## config.mk

```make
export PLATFORM = sky130hd
export DESIGN_NAME = plic_target
export DESIGN_NICKNAME = d
export VERILOG_FILES = /design/src/rtl/plic_target.sv
export SDC_FILE = /design/constraint.sdc
export NUM_CORES = 1
export LEC_CHECK = 0
export CAP_MARGIN = 20
export CORE_ASPECT_RATIO = 1.4
export CORE_UTILIZATION = 58
export CTS_CLUSTER_DIAMETER = 200
export DETAILED_ROUTE_END_ITERATION = 10
export MAX_ROUTING_LAYER = met4
export PLACE_DENSITY = 0.76
export RECOVER_POWER = 25
export SLEW_MARGIN = 15
export SYNTH_ARGS = -nofsm -noshare
export SYNTH_HDL_FRONTEND = slang
export SYNTH_SLANG_ARGS = --single-unit
```

## constraint.sdc

```tcl
create_clock -name clk -period 92.5 [get_ports clk]
set_input_delay 18.5 -clock clk [delete_from_list [all_inputs] [get_ports clk]]
set_output_delay 18.5 -clock clk [all_outputs]
set_load 0.03 [all_outputs]
```

## src/rtl/plic_target.sv

```systemverilog
// plic_target: single-context PLIC with level gateways, priority arbiter and claim/complete bus
module plic_target #(
    parameter int NSRC   = 32,
    parameter int PRIO_W = 3,
    parameter int ADDR_W = 12
) (
    input  logic              clk,
    input  logic              rst_n,
    input  logic [NSRC-1:0]   sources,
    input  logic              req_valid,
    output logic              req_ready,
    input  logic              req_we,
    input  logic [ADDR_W-1:0] req_addr,
    input  logic [31:0]       req_wdata,
    output logic              resp_valid,
    output logic [31:0]       resp_rdata,
    output logic              eip
);
    localparam int IDW = $clog2(NSRC);
    localparam logic [ADDR_W-1:0] A_PEND = 'h400;
    localparam logic [ADDR_W-1:0] A_EN   = 'h800;
    localparam logic [ADDR_W-1:0] A_THR  = 'hC00;
    localparam logic [ADDR_W-1:0] A_CLM  = 'hC04;

    logic [NSRC-1:0]   sync1, sync2, pending, in_flight, enable;
    logic [NSRC-1:0]   level, set, clr_pend, clr_inf;
    logic [PRIO_W-1:0] prio [NSRC];
    logic [PRIO_W-1:0] threshold, best_prio, nb_prio;
    logic [IDW-1:0]    best_id, nb_id, idx, claim_id, cmpl_id;
    logic [ADDR_W-1:0] waddr;
    logic [31:0]       rdata;
    logic              acc, is_prio, do_claim, cmpl_ok;
    logic              unused_bits;

    assign unused_bits = ^{req_addr[1:0], sync2[0]};
    assign req_ready   = !resp_valid;
    assign acc         = req_valid && req_ready;
    assign waddr       = {req_addr[ADDR_W-1:2], 2'b00};
    assign idx         = req_addr[2 +: IDW];
    assign is_prio     = waddr < ADDR_W'(NSRC * 4);
    assign claim_id    = (best_prio > threshold) ? best_id : '0;
    assign do_claim    = acc && !req_we && waddr == A_CLM && claim_id != '0;
    assign cmpl_id     = req_wdata[IDW-1:0];
    assign cmpl_ok     = acc && req_we && waddr == A_CLM && cmpl_id != '0 &&
                         32'(cmpl_id) < NSRC && enable[cmpl_id];
    // Source 0 is reserved, so its synchronized level is masked off before the gateway.
    assign level       = {sync2[NSRC-1:1], 1'b0};
    assign set         = level & ~in_flight;
    assign clr_pend    = do_claim ? (NSRC'(1) << claim_id) : '0;
    assign clr_inf     = cmpl_ok ? (NSRC'(1) << cmpl_id) : '0;

    // Read-data mux for the register map; unmapped words read 0.
    always_comb begin
        rdata = is_prio          ? 32'(prio[idx]) :
                waddr == A_PEND  ? 32'(pending)   :
                waddr == A_EN    ? 32'(enable)    :
                waddr == A_THR   ? 32'(threshold) :
                waddr == A_CLM   ? 32'(claim_id)  : '0;
    end

    // Highest priority wins; scanning upward with strict '>' keeps the lowest ID on ties.
    always_comb begin
        nb_id   = '0;
        nb_prio = '0;
        for (int i = 1; i < NSRC; i++)
            if (pending[i] && enable[i] && prio[i] > nb_prio) begin
                nb_id   = IDW'(i);
                nb_prio = prio[i];
            end
    end

    // Synchronizers and gateways; a source cannot re-pend until its completion clears in_flight.
    always_ff @(posedge clk or negedge rst_n) begin
        if (!rst_n) begin
            sync1     <= '0;
            sync2     <= '0;
            pending   <= '0;
            in_flight <= '0;
        end else begin
            sync1     <= sources;
            sync2     <= sync1;
            pending   <= (pending | set) & ~clr_pend;
            in_flight <= (in_flight & ~clr_inf) | set;
        end
    end

    // Programmable registers; priority 0 and enable bit 0 stay hard-wired to zero.
    always_ff @(posedge clk or negedge rst_n) begin
        if (!rst_n) begin
            for (int i = 0; i < NSRC; i++) prio[i] <= '0;
            enable    <= '0;
            threshold <= '0;
        end else if (acc && req_we) begin
            if (is_prio && idx != '0) prio[idx] <= req_wdata[PRIO_W-1:0];
            if (waddr == A_EN) enable <= {req_wdata[NSRC-1:1], 1'b0};
            if (waddr == A_THR) threshold <= req_wdata[PRIO_W-1:0];
        end
    end

    // Registered arbiter result and interrupt line to the hart.
    always_ff @(posedge clk or negedge rst_n) begin
        if (!rst_n) begin
            best_id   <= '0;
            best_prio <= '0;
            eip       <= 1'b0;
        end else begin
            best_id   <= nb_id;
            best_prio <= nb_prio;
            eip       <= best_prio > threshold;
        end
    end

    // One-cycle response strobe for every accepted request; writes return 0.
    always_ff @(posedge clk or negedge rst_n) begin
        if (!rst_n) begin
            resp_valid <= 1'b0;
            resp_rdata <= '0;
        end else begin
            resp_valid <= acc;
            resp_rdata <= (acc && !req_we) ? rdata : '0;
        end
    end
endmodule
```

==> results of run 1 <==
==> synth_stat cells (all sizes together), types with 9 or more instances <==
| cell type | instances |
|---|---|
| dfrtp | 297 |
| nor2 | 174 |
| nand2 | 136 |
| mux2 | 122 |
| a21oi | 115 |
| inv | 100 |
| o21ai | 58 |
| nand3 | 57 |
| a31oi | 54 |
| clkbuf | 48 |
| ha | 40 |
| and3 | 34 |
| mux4 | 34 |
| a22oi | 33 |
| nor3 | 32 |
| and2 | 20 |
| nor2b | 18 |
| a21o | 16 |
| o31ai | 15 |
| or2 | 13 |
| mux2i | 11 |
| nand2b | 11 |
| o211ai | 11 |
| or3 | 10 |
| nor3b | 9 |
| o211a | 9 |
| o21a | 9 |
| o22ai | 9 |
==> registers in the layout, indices dropped and copies added, names as in the netlist <==
register    count
resp_valid      1
resp_rdata     32
prio           96
sync2          31
eip             1
best_id         5
threshold       3
enable         31
pending        32
best_prio       3
in_flight      31
sync1          31
==> power by group through the flow <==
stage / clock [W] / combinational [W] / sequential, W
2_1_floorplan: 0 / 0.00000664 / 0.000135
3_3_place_gp: 0 / 0.0000152 / 0.000135
3_5_place_dp: 0 / 0.0000155 / 0.000135
4_1_cts: 0.000136 / 0.0000156 / 0.000133
5_1_grt: 0.000141 / 0.0000167 / 0.000133
6_report: 0.000134 / 0.0000153 / 0.000133
==> worst min path at each step <==
stage	endpoint	slack, ns
2_1_floorplan	sync2[10]	0.33
3_3_place_gp	sync2[16]	0.33
3_5_place_dp	sync2[10]	0.33
4_1_cts	sync2[10]	0.35
5_1_grt	sync2[3]	0.35
6_report	sync2[21]	0.35
==> through the flow <==
step	setup WS (ns)	instance area (µm²)	cells
global route	43.06	19100	2146
global placement	47.96	17900	2087
detailed placement	47.33	17900	2088
floorplan	53.75	16500	1648
finish	46.52	19100	2147
CTS	47.17	19100	2144
==> layer usage <==
metal / part of all wire (%) / up-vias
met5: 0 / -
met4: 7.1 / 0
met3: 6.9 / 198
met2: 49 / 663
met1: 37 / 6873
li1: - / 6302
==> logic make-up after synthesis <==
| family | count (synthesis) | share of synthesized area, % |
|---|---|---|
| and+or+nand+nor | 542 | 15.6 |
| AOI/OAI and AO/OA | 435 | 18.2 |
| DFF | 297 | 45.2 |
| muxes | 167 | 13.7 |
| buffers and inverters | 157 | 3.65 |
| adders and majority gates | 48 | 3.53 |
| xor gates and xnor gates | 2 | 0.106 |
==> critical path: cells and delay by family (launching register included) <==
family,cells,cell delay [ns]
muxes,9,3.07
buffers and inverters,7,0.71
DFF,1,0.56
adders and majority gates,37,10.48
and+or+nand+nor,70,11.63
AOI/OAI and AO/OA,80,19.35
==> cell type report <==
| cell class | instances | area [µm²] |
|---|---|---|
| diodes | 1 | 2.50 |
| clock buffers | 36 | 825 |
| clock inverters | 20 | 285 |
| fillers | 2228 | 8670 |
| inverters | 101 | 379 |
| multi-input cells | 1194 | 8450 |
| flip-flops and latches | 297 | 7430 |
| well taps | 370 | 463 |
| repair buffers | 128 | 1240 |
==> flow_metrics.py, run 1 <==
metrics = {
    "global_routing": {
        "grt_pass1_wl_mm": 76.3,
        "grt_pass1_vias": 14000,
        "grt_usage_pct": 36.1,
        "use_met1_pct": 42.5,
        "grt-ovfl-total": 0,
        "grt_max_degree": 81,
        "grt.met2_usage_pct": 57.7,
        "antenna_found_initial": 0,
        "met3_usage_pct": 5.09,
        "grt_most_used_layer": "met2",
    },
    "power": {
        "p_int_w": 0.000219,
        "sequentialPowerShare_pct": 47.0,
        "ir_drop_v": 0.0000192,
        "leakagePower_nw": 8.51,
        "swShare_pct": 22.6,
        "power.density_nw_per_um2": 14.8,
        "p_comb_share_pct": 5.4,
        "p_sw_w": 0.0000637,
        "pwr-share-clk_pct": 47.5,
        "total_power_w": 0.000283,
    },
    "setup_path": {
        "worstReg2RegEnd": "best_prio[0]",
        "worstRegToRegCells": 203,
        "reg2reg_slack_ns": 46.52,
        "crit_path_frequent_cell": "nor2_1",
        "worstSetupStartpoint": "pending[1]",
        "end_kind": "flop",
        "required_ns": 92.95,
        "cp-endpoint": "best_prio[0]",
        "cpMaxStageDelayCell": "a311oi_1",
        "crit_path_max_incr_delay_ns": 0.86,
        "critPathMaxFanout": 10,
        "worstPathArrival_ns": 46.43,
        "critPathLaunchType": "flop",
        "path_class": "reg -> reg",
        "timing.rr.start": "pending[1]",
    },
    "floorplan": {
        "coreArea_um2": 27700,
        "rows": 72,
        "io_pins": 115,
        "die_h_um": 201,
        "die_w_um": 144,
        "die-area_um2": 29100,
        "start_util_pct": 59.3,
    },
    "placement": {
        "portBuffers": 111,
        "hpwl_mm": 36.0,
        "gp_congestion": 0.964,
    },
    "timing": {
        "finalHoldViolCount": 0,
        "fin_setup_tns_ns": 0,
        "worst_pin_slew_ns": 3.85,
        "rsz0062_at_grt": "false",
        "slew_viol_final": 145,
        "fin_skew_ns": 0.0116,
        "fmax_mhz": 21.8,
        "period_minus_slack_ns": 45.98,
        "finalCritPeriodShare_pct": 49.7,
        "slew_headroom_pct": -157,
        "holdWs_ns": 0.347,
        "setup_viol": 0,
    },
    "cts": {
        "clk_path_buf_depth": 3,
        "htree_levels": 1,
        "cts_buffers": 30,
        "clock_sinks": 297,
        "cts_setup_buffers": 0,
        "clkTransAtPathRegs_ns": 0.07,
        "cts_tree": "done",
        "holdBufCountCts": 0,
        "clk_latency_ns": 0.57,
        "ctsResizeCount": 0,
        "root_buffer": "clkbuf_16",
    },
    "logic_synthesis": {
        "synth_edf_count": 0,
        "synth_top_cell_area_share_pct": 45.2,
        "syn_nets": 1768,
        "synth_area_leaders": "dfrtp_1 45%, mux2_2 8.2%, mux4_2 4.7%",
        "async_reset_ff_share_pct": 100,
        "yosysSeqAreaShare_pct": 45.2,
        "yosysWarnings": 0,
        "synth_cell_types": 92,
        "ys.flop_type": "dfrtp_1",
        "avgSynthCellArea_um2": 9.98,
        "synth_area_um2": 16500,
        "synth_top_cell_by_area": "dfrtp_1",
        "synth_cells": 1648,
        "synth-seq-cells": 297,
    },
    "final_layout": {
        "layout_common_cells": "297 x dfrtp_1, 172 x nor2_1, 136 x nand2_1",
        "nets": 1872,
        "area_delta_synth_final_pct": 16.0,
        "final_common_cell": "dfrtp_1",
        "layout-drive-gt1-share_pct": 15.1,
        "final_util_pct": 68.8,
    },
    "hold_path": {
        "min_path_cells": 0,
        "hp-start": "sync1[21]",
        "hp-class": "reg -> reg",
    },
    "routing": {
        "drc": 0,
        "first_iter_violations": 1238,
        "finalWirelength_mm": 49.6,
        "via_per_inst": 6.54,
        "ant_nets": 0,
        "vias": 14000,
        "wl_per_cell_um": 23.1,
        "drtPass1Iterations": 6,
    },
    "run_status": {
        "violations": "max-capacitance violations, max-slew violations",
        "outcome": "finished, violations left",
    },
    "flow_run": {
        "maxCapViolations": 2,
    },
}
Note: power is estimated with default switching activity, not from simulation.
==> inputs of run 2 (changes only) <==
- CORE_UTILIZATION: 58 -> 54
- PLACE_DENSITY: 0.76 -> 0.74
- clock period: 92.5 -> 38 ns (I/O delays scaled with it)
==> run 2 against run 1 <==
  * The run ends with max-capacitance violations, max-slew violations, negative setup slack left
  * Combinational power rose to 2.8 times the previous value
  * Wire length up 11%
  * Clock power is 140% higher
  * Clock skew is 0.051 ns higher
  * Critical endpoint unchanged
  * Final area grew 14%
  * Largest cell class unchanged
  * Register-to-register slack worse by 47 ns
  * Highest routed layer unchanged
  * Critical path type unchanged
  * First-iteration DRC count decreased by 10%
  * Fmax rose by 20%
==> flow_metrics.py, run 2 (synthesis gave the netlist of run 1 again) <==
metrics = {
    "setup_path": {
        "timing.rr.start": "pending[1]",
        "path_delay_family": "compound AO/OA/AOI/OAI gates",
        "crit_path_max_incr_delay_ns": 0.54,
        "end_kind": "flop",
        "path_class": "reg -> reg",
        "worstRegToRegCells": 218,
        "crit_path_frequent_cell": "ha_4",
        "cpMaxStageDelayCell": "or4_4",
        "worst-path-buf-inv": 22,
        "worstPathArrival_ns": 38.91,
        "path_depth": 218,
        "critPathMaxFanout": 4,
        "required_ns": 38.50,
        "reg2reg_slack_ns": -0.41,
        "worstReg2RegEnd": "best_prio[0]",
        "critPathLaunchType": "flop",
    },
    "placement": {
        "hpwl_mm": 38.5,
        "place_area_um2": 18900,
        "gp_congestion": 1.00,
        "placed_cells": 2229,
        "portBuffers": 111,
    },
    "power": {
        "ir_drop_v": 0.0000451,
        "leakagePower_nw": 9.76,
        "p_int_w": 0.000528,
        "pwr-share-clk_pct": 46.5,
        "p_comb_share_pct": 6.3,
        "power.density_nw_per_um2": 31.5,
        "sequentialPowerShare_pct": 47.2,
        "swShare_pct": 23.1,
        "p_sw_w": 0.000158,
    },
    "hold_path": {
        "hp-class": "reg -> reg",
        "hp-start": "sync1[3]",
        "min_path_cells": 0,
        "holdPathEnd": "sync2[3]",
    },
    "global_routing": {
        "grt_max_degree": 187,
        "grt-ovfl-total": 0,
        "grt_pass1_wl_mm": 83.1,
        "grt_usage_pct": 36.3,
        "antenna_found_initial": 0,
        "grt_pass1_vias": 15300,
    },
    "cts": {
        "holdBufCountCts": 0,
        "cts_buffers": 30,
        "clkTransAtPathRegs_ns": 0.07,
        "clock_sinks": 297,
        "cts_tree": "done",
        "clk_path_buf_depth": 3,
        "htree_levels": 1,
        "root_buffer": "clkbuf_16",
        "clk_latency_ns": 0.63,
    },
    "final_layout": {
        "largest_reg_flops": 96,
        "regMostFlops": "prio",
        "stdcell_count": 2377,
        "fillers": 2164,
        "nets": 2091,
        "layout_common_cells": "296 x dfrtp_1, 228 x buf_4, 142 x nor2_1",
        "layout-drive-gt1-share_pct": 32.2,
        "area_delta_synth_final_pct": 32.3,
        "reg_top3": "prio x96, pending x32, resp_rdata x32",
        "final_common_cell": "dfrtp_1",
        "final_util_pct": 72.7,
        "final_area_um2": 21800,
        "diodes": 0,
    },
    "routing": {
        "vias": 15000,
        "drtPass1Iterations": 7,
        "ant_nets": 0,
        "first_iter_violations": 1109,
        "drc": 0,
        "via_per_inst": 6.31,
        "finalWirelength_mm": 54.9,
        "wl_per_cell_um": 23.1,
    },
    "timing": {
        "slew_viol_final": 113,
        "finalCritPeriodShare_pct": 101,
        "rsz0062_at_grt": "true",
        "fin_skew_ns": 0.0630,
        "holdWs_ns": 0.338,
        "worst_pin_slew_ns": 5.66,
        "finalHoldViolCount": 0,
        "setup_viol": 8,
        "setup_ws_ns": -0.414,
        "slew_headroom_pct": -277,
        "period_minus_slack_ns": 38.41,
        "fmax_mhz": 26.0,
    },
    "floorplan": {
        "rows": 75,
        "die_w_um": 150,
        "die_h_um": 209,
        "start_util_pct": 55.0,
        "io_pins": 115,
        "die-area_um2": 31200,
        "coreArea_um2": 29900,
    },
    "flow_run": {
        "maxCapViolations": 1,
    },
    "run_status": {
        "outcome": "finished, violations left",
        "violations": "max-capacitance violations, max-slew violations, negative setup slack",
    },
}
==> run 2: changes by cell type in the layout (fill, tap and decap cells not counted), sizes merged <==
| cell | previous run | this run |
|---|---|---|
| buf | 18 | 238 |
| bufinv | 6 | 5 |
| clkbuf | 38 | 39 |
| clkdlybuf4s50 | 76 | 77 |
| clkinv | 7 | 10 |
| clkinvlp | 4 | 1 |
| diode | 1 | 0 |
| dlygate4sd3 | 32 | 31 |
| inv | 104 | 100 |
==> run 2: stage by stage <==
step                TNS, ns  worst slack, ns  power [W]
floorplan                 0           0.0141   0.000345
global placement     -12.95            -1.76   0.000368
detailed placement   -18.40            -2.45   0.000369
CTS                       0          0.00612   0.000686
global route         -15.95            -2.13   0.000706
finish                -2.44           -0.414   0.000686
==> run 2: layer usage <==
metal  GRT usage, %  vias up  part of all wire, %
li1               -     6739                    -
met4           23.5        0                  7.2
met5              -        -                    0
met3           3.64      211                  6.3
met2           60.5      685                   50
met1           41.2     7372                   36
==> run 2: worst register-to-register path, delay by kind of cell (launching register included) <==
kind | cells | cell delay, ns
AOI/OAI and AO/OA | 89 | 15.69
buffers and inverters | 22 | 2.13
and+or+nand+nor | 65 | 8.54
muxes | 6 | 1.91
adders and majority gates | 36 | 9.67
DFF | 1 | 0.41
==> run 2: power groups by stage <==
stage | clock (W) | combinational [W] | sequential, W
floorplan | 0 | 0.0000163 | 0.000329
global placement | 0 | 0.0000382 | 0.000330
detailed placement | 0 | 0.0000389 | 0.000330
CTS | 0.000321 | 0.0000410 | 0.000324
global route | 0.000335 | 0.0000469 | 0.000324
finish | 0.000319 | 0.0000435 | 0.000324
==> run 2: how the worst max path moves through the flow <==
| stage | start | endpoint | slack, ns |
|---|---|---|---|
| 3_3_place_gp | pending[1] | best_id[4] | -1.76 |
| 4_1_cts | enable[1] | best_prio[0] | 0.006 |
| 5_1_grt | pending[1] | best_prio[0] | -2.13 |
| 2_1_floorplan | enable[1] | best_prio[0] | 0.01 |
| 6_report | pending[1] | best_prio[0] | -0.41 |
| 3_5_place_dp | pending[1] | best_id[4] | -2.45 |
==> run 2: final cells by class <==
class | instances | area (µm²) | area share, %
clock buffers | 38 | 831 | 3.82
clock inverters | 15 | 235 | 1.08
inverters | 101 | 382 | 1.75
multi-input cells | 1194 | 9500 | 43.6
flip-flops and latches | 297 | 7430 | 34.1
well taps | 385 | 482 | 2.21
repair buffers | 347 | 2910 | 13.3
==> run 2: repair_timing <==
action,in CTS,in global routing
buffers inserted,62,34
pin swaps,69,163
gates resized for setup,95,130
setup endpoints to repair,8,8
==> inputs of run 3 (changes only) <==
- CORE_UTILIZATION: 54 -> 55
- PLACE_DENSITY: 0.74 -> 0.72
- clock period: 38 -> 44.6 ns (I/O delays scaled with it)
==> run 3 against run 2 <==
  * The flow finishes with violations (max-capacitance violations, max-slew violations)
  * Core utilization decreased by 6.5 points
  * Flip-flop and latch count unchanged
  * Wire length decreased by 5.8%
  * Sequential share of layout area increased by 4.2 points
  * Clock skew decreased by 0.053 ns
  * Critical endpoint is now best_id[4]
  * Die area decreased by 1.8%
  * Global-route usage decreased by 0.76 points
  * First-iteration DRC count increased by 3.5%
==> flow_metrics.py, run 3 (synthesis gave the netlist of run 1 again) <==
metrics = {
    "timing": {
        "slew_headroom_pct": -367,
        "fmax_mhz": 23.9,
        "setup_viol": 0,
        "finalHoldViolCount": 0,
        "period_minus_slack_ns": 41.83,
        "slew_viol_final": 127,
        "fin_skew_ns": 0.0104,
        "finalCritPeriodShare_pct": 93.8,
        "worst_pin_slew_ns": 7.01,
    },
    "final_layout": {
        "reg_top3": "prio x96, pending x32, resp_rdata x32",
        "fillers": 2383,
        "nets": 1888,
        "diodes": 0,
        "largest_reg_flops": 96,
        "area_delta_synth_final_pct": 17.7,
        "multiInputGateArea_um2": 8610,
        "layout-drive-gt1-share_pct": 17.6,
        "final_common_cell": "dfrtp_1",
        "layout_common_cells": "295 x dfrtp_1, 164 x nor2_1, 135 x nand2_1",
        "final_util_pct": 66.2,
        "stdcell_count": 2171,
        "regMostFlops": "prio",
        "seqCellArea_um2": 7430,
    },
    "setup_path": {
        "crit_path_max_incr_delay_ns": 0.49,
        "critPathLaunchType": "flop",
        "critPathMaxFanout": 10,
        "required_ns": 45.06,
        "end_kind": "flop",
        "crit_path_frequent_cell": "ha_1",
        "path_class": "reg -> reg",
        "cpMaxStageDelayCell": "dfrtp_2",
        "worstPathArrival_ns": 42.28,
    },
    "floorplan": {
        "die_h_um": 207,
        "start_util_pct": 56.2,
        "io_pins": 115,
        "die_w_um": 148,
        "coreArea_um2": 29300,
        "rows": 74,
        "die-area_um2": 30600,
    },
    "routing": {
        "via_per_inst": 6.45,
        "wl_met3_mm": 3.39,
        "met1Wirelength_mm": 19.5,
        "finalWirelength_mm": 51.7,
        "ant_nets": 0,
        "vias": 14000,
        "wl_met2_mm": 26.3,
        "top_layer": "met4",
        "drtPass1Iterations": 6,
        "drc": 0,
        "wl_per_cell_um": 23.8,
        "first_iter_violations": 1148,
    },
    "power": {
        "power.density_nw_per_um2": 30.4,
        "p_int_w": 0.000455,
        "p_comb_share_pct": 5.5,
        "swShare_pct": 22.8,
        "p_sw_w": 0.000134,
        "sequentialPowerShare_pct": 46.8,
        "leakagePower_nw": 8.63,
        "pwr-share-clk_pct": 47.7,
        "ir_drop_v": 0.0000358,
    },
    "global_routing": {
        "grt_max_degree": 173,
        "grt_usage_pct": 35.5,
        "grt_pass1_vias": 14000,
        "grt_pass1_wl_mm": 79.1,
        "grt-ovfl-total": 0,
        "antenna_found_initial": 0,
    },
    "cts": {
        "holdBufCountCts": 0,
        "clk_latency_ns": 0.58,
        "cts_tree": "done",
        "clock_sinks": 297,
        "cts_buffers": 30,
        "root_buffer": "clkbuf_16",
        "clk_path_buf_depth": 3,
        "htree_levels": 1,
        "clkTransAtPathRegs_ns": 0.07,
    },
    "hold_path": {
        "hp-class": "reg -> reg",
    },
    "placement": {
        "portBuffers": 111,
        "hpwl_mm": 37.3,
        "gp_congestion": 0.974,
        "placed_cells": 2109,
    },
    "flow_run": {
        "maxCapViolations": 1,
    },
    "run_status": {
        "violations": "max-capacitance violations, max-slew violations",
        "outcome": "finished, violations left",
    },
}
[run 3: worst paths after layout]
path / to / cells past startpoint / from / slack (ns)
max in group asynchronous: enable[1] / 1 / rst_n / 29.26
min in group asynchronous: sync1[28] / 1 / rst_n / 10.98
worst max-delay path: best_id[4] / 210 / pending[1] / 2.77
worst min register to register: sync2[28] / 0 / sync1[28] / 0.35
worst min-delay path: sync2[28] / 0 / sync1[28] / 0.35
worst max register to register: best_id[4] / 210 / pending[1] / 2.77
[run 3: worst max-delay path, delay by kind of cell, from the launching register on]
kind            cells  cell delay, ns
compound gates     87           16.19
fa+ha+maj          36           10.01
simple gates       67           11.41
buf+inv            13            1.40
mux                 7            2.14
flops               1            0.49
[run 3: area by class of cell]
class	count	share of cell area [%]
clock buffers	35	4.29
clock inverters	20	1.48
inverters	101	1.96
multi-input cells	1194	44.5
flip-flops and latches	297	38.4
well taps	380	2.46
repair buffers	144	6.97
[run 3: timing repair]
| action | in CTS | in global routing |
|---|---|---|
| setup endpoints to repair | 0 | 8 |
| gates resized for setup | 0 | 40 |
| setup buffers | 0 | 7 |
[run 3: metal layers]
metal  vias to the layer above  GRT usage (%)
met5                         -              -
met4                         0           17.3
met3                       141           4.66
met2                       516           61.5
met1                      6996           40.7
li1                       6360              -
[run 3: power by group through the flow]
stage	Sequential (W)	Combinational, W	Clock (W)
floorplan	0.000280	0.0000138	0
global placement	0.000280	0.0000319	0
detailed placement	0.000281	0.0000324	0
CTS	0.000276	0.0000326	0.000286
global route	0.000276	0.0000351	0.000296
finish	0.000276	0.0000322	0.000281
[run 3: stage by stage]
step | worst slack (ns) | setup TNS (ns) | hold WS [ns] | area [µm²] | total power, W
after floorplan | 5.85 | 0 | 0.331 | 16500 | 0.000294
after global placement | 0.879 | 0 | 0.331 | 18000 | 0.000312
after detailed placement | 0.201 | 0 | 0.335 | 18000 | 0.000313
after CTS | 0.0539 | 0 | 0.349 | 19200 | 0.000594
after global routing | -0.0722 | -0.128 | 0.355 | 19400 | 0.000607
final | 2.77 | 0 | 0.347 | 19400 | 0.000589
